File: src/rtl/prog_loader_if.sv
// Byte-stream, ROM write port and status signals shared by the program loader
// and whatever drives it (UART bridge, debug port, testbench).
interface prog_loader_if #(
  parameter int ADDR_W = 12
);
  logic              start;
  logic              rx_valid;
  logic [7:0]        rx_data;
  logic              rx_ready;
  logic              rom_we;
  logic [ADDR_W-1:0] rom_waddr;
  logic [31:0]       rom_wdata;
  logic              cpu_hold;
  logic              busy;
  logic              done;
  logic              err;
  logic [1:0]        err_code;

  modport master (
    output start, rx_valid, rx_data,
    input  rx_ready, rom_we, rom_waddr, rom_wdata,
    input  cpu_hold, busy, done, err, err_code
  );

  modport slave (
    input  start, rx_valid, rx_data,
    output rx_ready, rom_we, rom_waddr, rom_wdata,
    output cpu_hold, busy, done, err, err_code
  );
endinterface

File: src/rtl/prog_loader.sv
// Program downloader: unpacks a framed byte stream into little-endian 32-bit
// ROM words and keeps the CPU in reset until a checksummed image is in place.
module prog_loader #(
  parameter int ADDR_W      = 12,
  parameter int TIMEOUT_CYC = 100000
) (
  input logic          clk,
  input logic          rst,
  prog_loader_if.slave bus
);
  typedef enum logic [2:0] {
    S_IDLE, S_SYNC, S_LEN0, S_LEN1, S_DATA, S_CSUM, S_DONE, S_ERR
  } state_e;

  localparam int          CNT_W     = $clog2(TIMEOUT_CYC);
  localparam logic [16:0] MAX_WORDS = 17'd1 << ADDR_W;

  state_e            state_q, state_d;
  logic [1:0]        err_code_q, err_code_d;
  logic              rx_ready_q, cpu_hold_q, done_q, err_q;
  logic              rom_we_q;
  logic [ADDR_W-1:0] rom_waddr_q, idx_q, last_q;
  logic [31:0]       rom_wdata_q;
  logic [23:0]       word_q;
  logic [1:0]        byte_cnt_q;
  logic [7:0]        acc_q, len_lo_q;
  logic [CNT_W-1:0]  idle_q;

  logic        accept, in_frame, timeout, len_bad;
  logic [15:0] len_word;

  assign accept   = bus.rx_valid & rx_ready_q;
  assign len_word = {bus.rx_data, len_lo_q};
  assign len_bad  = (len_word == 16'd0) || ({1'b0, len_word} > MAX_WORDS);
  assign in_frame = state_q inside {S_LEN0, S_LEN1, S_DATA, S_CSUM};
  // An accept in the expiry cycle wins, so only a byte-less cycle can time out.
  assign timeout  = in_frame && !accept && (idle_q == CNT_W'(TIMEOUT_CYC - 1));

  // NOTE: every variable written here gets a default first, so no latch is inferred.
  always_comb begin
    state_d    = state_q;
    err_code_d = err_code_q;
    unique case (state_q)
      S_IDLE, S_DONE, S_ERR: if (bus.start) state_d = S_SYNC;
      S_SYNC: if (accept && bus.rx_data == 8'hA5) state_d = S_LEN0;
      S_LEN0: if (accept) state_d = S_LEN1;
      S_LEN1:
        if (accept) begin
          if (len_bad) begin
            state_d    = S_ERR;
            err_code_d = 2'd1;
          end else begin
            state_d = S_DATA;
          end
        end
      S_DATA: if (accept && byte_cnt_q == 2'd3 && idx_q == last_q) state_d = S_CSUM;
      S_CSUM:
        if (accept) begin
          if (bus.rx_data == acc_q) begin
            state_d = S_DONE;
          end else begin
            state_d    = S_ERR;
            err_code_d = 2'd2;
          end
        end
      default: state_d = S_IDLE;
    endcase
    if (timeout) begin
      state_d    = S_ERR;
      err_code_d = 2'd3;
    end
    if (state_d == S_SYNC) err_code_d = 2'd0;
  end

  // NOTE: sequential state is updated with non-blocking assignments only.
  always_ff @(posedge clk or posedge rst) begin
    if (rst) begin
      state_q     <= S_IDLE;
      err_code_q  <= 2'd0;
      rx_ready_q  <= 1'b0;
      cpu_hold_q  <= 1'b0;
      done_q      <= 1'b0;
      err_q       <= 1'b0;
      rom_we_q    <= 1'b0;
      rom_waddr_q <= '0;
      rom_wdata_q <= '0;
      idx_q       <= '0;
      last_q      <= '0;
      word_q      <= '0;
      byte_cnt_q  <= 2'd0;
      acc_q       <= 8'h00;
      len_lo_q    <= 8'h00;
      idle_q      <= '0;
    end else begin
      state_q    <= state_d;
      err_code_q <= err_code_d;
      rx_ready_q <= state_d inside {S_SYNC, S_LEN0, S_LEN1, S_DATA, S_CSUM};
      cpu_hold_q <= state_d inside {S_SYNC, S_LEN0, S_LEN1, S_DATA, S_CSUM, S_ERR};
      done_q     <= (state_d == S_DONE);
      err_q      <= (state_d == S_ERR);
      rom_we_q   <= 1'b0;

      if (accept || state_d == S_SYNC) idle_q <= '0;
      else if (in_frame)               idle_q <= idle_q + 1'b1;

      if (state_d == S_SYNC && state_q != S_SYNC) begin
        idx_q      <= '0;
        acc_q      <= 8'h00;
        byte_cnt_q <= 2'd0;
      end else if (accept) begin
        unique case (state_q)
          S_LEN0: len_lo_q <= bus.rx_data;
          S_LEN1: last_q   <= ADDR_W'(len_word - 16'd1);
          S_DATA: begin
            acc_q      <= acc_q ^ bus.rx_data;
            byte_cnt_q <= byte_cnt_q + 2'd1;
            unique case (byte_cnt_q)
              2'd0: word_q[7:0]   <= bus.rx_data;
              2'd1: word_q[15:8]  <= bus.rx_data;
              2'd2: word_q[23:16] <= bus.rx_data;
              default: begin
                rom_we_q    <= 1'b1;
                rom_waddr_q <= idx_q;
                rom_wdata_q <= {bus.rx_data, word_q};
                idx_q       <= idx_q + 1'b1;
              end
            endcase
          end
          default: ;
        endcase
      end
    end
  end

  assign bus.rx_ready  = rx_ready_q;
  assign bus.busy      = rx_ready_q;
  assign bus.cpu_hold  = cpu_hold_q;
  assign bus.done      = done_q;
  assign bus.err       = err_q;
  assign bus.err_code  = err_code_q;
  assign bus.rom_we    = rom_we_q;
  assign bus.rom_waddr = rom_waddr_q;
  assign bus.rom_wdata = rom_wdata_q;
endmodule

File: src/flat_wrapper.sv
// flat-port wrapper written by rule: the top's interface ports become plain ports
module prog_loader_flat 
#(
  parameter int ADDR_W      = 12,
  parameter int TIMEOUT_CYC = 100000
)
  (clk, rst, bus_start, bus_rx_valid, bus_rx_data, bus_rx_ready, bus_rom_we, bus_rom_waddr, bus_rom_wdata, bus_cpu_hold, bus_busy, bus_done, bus_err, bus_err_code);
  prog_loader_if #(.ADDR_W(ADDR_W)) bus_i ();
  input logic clk;
  input logic rst;
  input wire logic [$bits(bus_i.start)-1:0] bus_start;
  input wire logic [$bits(bus_i.rx_valid)-1:0] bus_rx_valid;
  input wire logic [$bits(bus_i.rx_data)-1:0] bus_rx_data;
  output wire logic [$bits(bus_i.rx_ready)-1:0] bus_rx_ready;
  output wire logic [$bits(bus_i.rom_we)-1:0] bus_rom_we;
  output wire logic [$bits(bus_i.rom_waddr)-1:0] bus_rom_waddr;
  output wire logic [$bits(bus_i.rom_wdata)-1:0] bus_rom_wdata;
  output wire logic [$bits(bus_i.cpu_hold)-1:0] bus_cpu_hold;
  output wire logic [$bits(bus_i.busy)-1:0] bus_busy;
  output wire logic [$bits(bus_i.done)-1:0] bus_done;
  output wire logic [$bits(bus_i.err)-1:0] bus_err;
  output wire logic [$bits(bus_i.err_code)-1:0] bus_err_code;
  assign bus_i.start = bus_start;
  assign bus_i.rx_valid = bus_rx_valid;
  assign bus_i.rx_data = bus_rx_data;
  assign bus_rx_ready = bus_i.rx_ready;
  assign bus_rom_we = bus_i.rom_we;
  assign bus_rom_waddr = bus_i.rom_waddr;
  assign bus_rom_wdata = bus_i.rom_wdata;
  assign bus_cpu_hold = bus_i.cpu_hold;
  assign bus_busy = bus_i.busy;
  assign bus_done = bus_i.done;
  assign bus_err = bus_i.err;
  assign bus_err_code = bus_i.err_code;
  prog_loader #(.ADDR_W(ADDR_W), .TIMEOUT_CYC(TIMEOUT_CYC)) u_core (.clk(clk), .rst(rst), .bus(bus_i));
endmodule
File: config.mk
export PLATFORM = sky130hd
export DESIGN_NAME = prog_loader_flat
export DESIGN_NICKNAME = d
export VERILOG_FILES = /design/src/rtl/prog_loader_if.sv /design/src/rtl/prog_loader.sv /design/src/flat_wrapper.sv
export SDC_FILE = /design/constraint.sdc
export NUM_CORES = 1
export LEC_CHECK = 0
export ABC_CLOCK_PERIOD_IN_PS = 5200
export BUFFER_PORTS_ARGS = -buffer_cell sky130_fd_sc_hd__buf_2
export CAP_MARGIN = 5
export CORE_MARGIN = 3
export CORE_UTILIZATION = 57
export DETAILED_ROUTE_END_ITERATION = 8
export PLACE_DENSITY_LB_ADDON = 0.08
export SETUP_SLACK_MARGIN = 0.05
export SLEW_MARGIN = 25
export SYNTH_ARGS = -nofsm -noshare
export SYNTH_HDL_FRONTEND = slang
export SYNTH_SLANG_ARGS = --single-unit
File: constraint.sdc
create_clock -name clk -period 5.2 [get_ports clk]
set_clock_uncertainty 0.1 [all_clocks]
set_input_delay 1.04 -clock clk [delete_from_list [all_inputs] [get_ports clk]]
set_output_delay 1.04 -clock clk [all_outputs]
set_load 0.02 [all_outputs]
# Word level (Yosys, flattened, before mapping)
# Index checks and enable logic that the tools add are counted.
[word_totals] register_bits=137 word_cells=117 rom_bits=0 out_inout_bits=52 input_bits=12 latch_bits=0 mem_bits_rw=0 memories=0
[classes] order_cmp=1 reduce_logical=30 n_addsub=4 shift=0 eq_ne=27 bitwise=4 n_div=0 mul=0 mux=33
[op_table] op="12-bit 2-to-1 mux" count=4
[op_table] op="17-bit 2-to-1 mux" count=2
[op_table] op="3-bit equality test, second input constant" count=8
[op_table] op="8-bit 2-to-1 mux" count=3
[op_table] op="3-bit 2-to-1 mux" count=7
[op_table] op="2-bit 2-to-1 mux" count=10
[op_table] op="3-bit one-hot mux with 6 select lines" count=1
[op_table] op="17-bit by 1-bit adder with 17-bit output, second input constant" count=1
[op_table] op="17-bit equality test, second input constant" count=1
[op_table] op="16-bit by 13-bit > comparator with 1-bit output, second input constant" count=1
[op_table] op="16-bit logical NOT" count=1
[op_table] op="4-bit AND reduction" count=4
[op_table] op="12-bit by 1-bit adder with 12-bit output, second input constant" count=1
[op_table] op="12-bit equality test" count=1
[op_table] op="3-bit by 2-bit equality test with 1-bit output, second input constant" count=4
[op_table] op="4-bit by 2-bit != test with 1-bit output, second input constant" count=3
[op_table] op="12-bit by 1-bit subtractor with 12-bit output, second input constant" count=1
[op_table] op="3-bit AND reduction" count=3
[op_table] op="8-bit equality test" count=1
[op_table] op="8-bit equality test, second input constant" count=1
[op_table] op="4-bit nonzero test" count=2
[op_table] op="8-bit bitwise XOR" count=1
[op_table] op="3-bit by 1-bit equality test with 1-bit output, second input constant" count=2
[op_table] op="1-bit logical AND" count=6
[op_table] op="20 further kinds" count=30

# Logic depth before layout (Yosys ltp)
[depth] ltp_word=10 ltp_mapped=10 depth_no_buf=8

# Worst setup path after synthesis
# Ideal clock, no wire load.
[synth_path] path_kind="input -> register" startpoint="input port bus_rx_data[0]" endpoint="register u_core.idle_q[0]" path_stages=9 required_ns=4.961 path_slack_ns=2.169 arrival_ns=2.792 setup_time_ns=0.139 path_cell_list="buf_6 > or3_4 > and4b_2 > mux2i_1 > o2111ai_1 > o21ba_1 > buf_6 > buf_6 > nor3_2"
[synth_via] elab_chain_len=9
[synth_rtl] element="from (decl)" line_no="flat_wrapper.sv:13" rtl="input wire logic [$bits(bus_i.rx_data)-1:0] bus_rx_data;"
[synth_rtl] element="16-bit by 13-bit > comparator with 1-bit output / 16-bit logical NOT (equally long branches)" line_no="prog_loader.sv:34" rtl="assign len_bad = (len_word == 16'd0) || ({1'b0, len_word} > MAX_WORDS);"
[synth_rtl] element="1-bit logical OR" line_no="prog_loader.sv:34"
[synth_rtl] element="2-bit 2-to-1 mux" line_no="prog_loader.sv:49" rtl="if (len_bad) begin"
[synth_rtl] element="3-bit 2-to-1 mux" line_no="prog_loader.sv:48" rtl="if (accept) begin"
[synth_rtl] element="3-bit one-hot mux with 6 select lines *" line_no="prog_loader.sv:43" rtl="unique case (state_q)"
[synth_rtl] element="3-bit 2-to-1 mux *" line_no="prog_loader.sv:68" rtl="if (timeout) begin"
[synth_rtl] element="3-bit by 1-bit equality test with 1-bit output *" line_no="prog_loader.sv:103" rtl="if (accept || state_d == S_SYNC) idle_q <= '0;"
[synth_rtl] element="1-bit logical OR *" line_no="prog_loader.sv:103"
[synth_rtl] element="17-bit 2-to-1 mux / 2-bit nonzero test (equally long branches)"
[synth_rtl] element="to (signal assigned)" line_no="prog_loader.sv:104" rtl="else if (in_frame) idle_q <= idle_q + 1'b1;"
[synth_rtl] element="to (decl)" line_no="prog_loader.sv:27" rtl="logic [CNT_W-1:0] idle_q;"
# Every way passes the cells marked *; elsewhere a longest branch is shown, timed or not.
# A chain may end at the register's enable or synchronous reset.

# Final worst setup path
[layout_path] startpoint="input port bus_rx_data[0]" endpoint="register u_core.idle_q[6]"
# Same word-level chain as after synthesis.

==> flow_summary.ini <==
[outcome]
status = finished, final reports clean

[yosys]
netlist.area_leader.share = 0.5409
ys.warnings.count = 0
syn_area_um2 = 6339
async_flop_share = 1.000
synth_compound_area_frac = 0.03612
synthCells = 635
syn_nets = 656
netlist_top_cells_count = nand2_1 (184), dfrtp_1 (137), xor2_1 (44), nor2_1 (40), mux2_2 (30)
synthXorXnorAreaFrac = 0.09238
ys_seq_area_frac = 0.5409
ys.flop_type = dfrtp_1
synth.most_common_cell = nand2_1
synth_area_leader_cell = dfrtp_1
synth_top_family_by_area = simple AND/OR/NAND/NOR gates
synth.mux.area_fraction = 0.05803
synth_edf_count = 0
ys_ff_latch = 137
synthSimpleGateAreaFrac = 0.2252
syn_area_per_cell_um2 = 9.982
ys_types = 49
synth-adder-area-share = 0.01777
yosys-top-cells-area = dfrtp_1 (54%), nand2_1 (11%), xor2_1 (6.1%), mux2_2 (5.3%), xnor2_1 (2.9%)

[global_route]
grt_pass1_vias = 4639
grt_busiest_layer = met2
grt_remaining_overflow = 0
globalRouteTotalUtil = 0.2376
met3_usage = 0.05489
grt_use_met2 = 0.3739
antenna_found_initial = 0
grt_max_degree = 71
grt_pass1_wl_mm = 23.64
use_met1 = 0.3345

[worst_setup_path]
cp.required_ns = 5.46
path_max_fanout = 19
setup.worst_path.class = primary input to register
end_kind = register
arrival_ns = 3.40
startpoint_type = primary input

[cts]
cts_resized = 0
hold_buffers = 0
cts_buffer_depth = 2
htreeDepth = 4
cts.sinks = 137
cts_buffers = 17
cts_setup_buffers = 0
root_buffer = clkbuf_8
clk_latency_ns = 0.52
cts_tree = done
path_clk_slew_ns = 0.06

[sta]
rsz0062_at_grt = no
relSlewSlack = 0.4289
finalSetupViolations = 0
slew_viol_final = 0
final.period_utilization = 0.6038
tightest_slew_ns = 0.8566
hold_viol = 0
holdWs_ns = 0.3544
fmax_mhz = 318.5
finalSetupTns_ns = 0
fin_crit_ns = 3.140

[route]
drt_iter0_markers = 374
num_vias = 4646
viasPerCell = 5.538
wl_per_cell_um = 16.47
wirelength_mm = 13.82
dr.pass1.iters = 5
drc_errors = 0
postRouteAntennaNets = 0

[floorplanning]
io_pins = 64
coreArea_um2 = 10560
die_area_um2 = 12420
die_x_um = 111.5
row_count = 37
start_util = 0.6005
dieHeight_um = 111.5

[power_and_ir_drop]
pwr_density_cell_nw_per_um2 = 460.7
ir_drop_uv = 376.1
p_leak_uw = 0.003756
power_uw = 3347

[cells_and_area]
drive_gt1_frac = 0.1963
fin_area_um2 = 7264
n_antenna_cell = 0
area_growth_syn_to_layout_pct = 14.61
layout.nets = 713

[min_path]
hold_path_class = register to register

[place]
place_area_um2 = 6725
place_hpwl_mm = 9.243
io_buffers = 63
gp_congestion = 0.9066

[flow_run]
drv_cap = 0
[registers in the layout, summed over array words and instances, names as in the netlist, 3 cells and up]
register,cells
u_core.acc_q,8
u_core.bus.rom_wdata,32
u_core.last_q,12
u_core.idx_q,12
u_core.word_q,24
u_core.state_q,3
u_core.bus.rom_waddr,12
u_core.len_lo_q,8
u_core.idle_q,17
[worst max-delay path, stage by stage]
cell and delay [ns]:
buf_2 0.18, or3_4 0.42, and4b_2 0.32, mux2i_1 0.36, o2111ai_1 0.14, o21ba_1 0.81, nor2_1 0.12
[cells in the final DEF (no fill, tap or decap), drive strengths merged, types with 3 or more instances in the layout]
master  netlist  final
and4b         3      3
inv           9      9
clkinv        0      8
a21oi         4      4
clkbuf       17     20
dfrtp       137    137
nor3         24     24
and3          3      3
nand2b        6      6
xnor2        22     22
mux2i         3      3
nand3b        3      3
nand3        11     11
nor3b         4      4
or3           3      3
o21ai        18     18
nand4        12     12
xor2         44     44
nor4          6      6
nand2       184    184
nor4b         3      3
and2          3      3
mux2         30     30
buf          15     70
nor2         40     40
ha            9      9
[cells by family after synthesis]
kind of cell               Yosys count
DFF                                137
xor gates and xnor gates            66
AOI/OAI and AO/OA                   37
adders and majority gates            9
muxes                               33
buffers and inverters               41
and+or+nand+nor                    312
[power by group]
group          internal [µW]  total [µW]  switching [µW]
sequential              1250        1420             173
combinational            333         813             480
clock                    683        1120             432
[through the flow]
| stage | cells | worst slack, ns | utilization |
|---|---|---|---|
| after floorplan | 635 | 0.3922 | - |
| after detailed placement | 809 | 1.579 | 0.6372 |
| after CTS | 839 | 2.141 | 0.6882 |
| after global routing | 839 | 1.926 | 0.6882 |
| final | 839 | 2.060 | 0.6882 |
| after global placement | 809 | 1.680 | 0.6372 |
[routing by layer]
layer,share of wire,up-vias
met5,0,-
met4,0.0097,0
met3,0.042,14
met2,0.48,110
met1,0.47,2312
li1,-,2210
[layout make-up]
type	count	area, µm²
Clock buffer	20	435.4
Tap cell	136	170.2
Clock inverter	10	103.9
Inverter	9	36.28
Fill cell	849	3291
Multi-Input combinational cell	457	2723
Sequential cell	137	3428
Timing Repair Buffer	70	367.9
[worst paths after layout]
check	startpoint	end	slack [ns]	depth (start not counted)
hold / removal	u_core.word_q[13]	u_core.bus.rom_wdata[13]	0.35	2
min in group asynchronous	rst	u_core.bus.rom_wdata[30]	0.60	2
setup reg to reg	u_core.state_q[1]	u_core.idle_q[6]	2.31	6
hold reg to reg	u_core.word_q[13]	u_core.bus.rom_wdata[13]	0.35	2
setup / recovery	bus_rx_data[0]	u_core.idle_q[6]	2.06	7
max in group asynchronous	rst	u_core.idle_q[6]	3.42	3
Power figures use the tool's default switching activity.
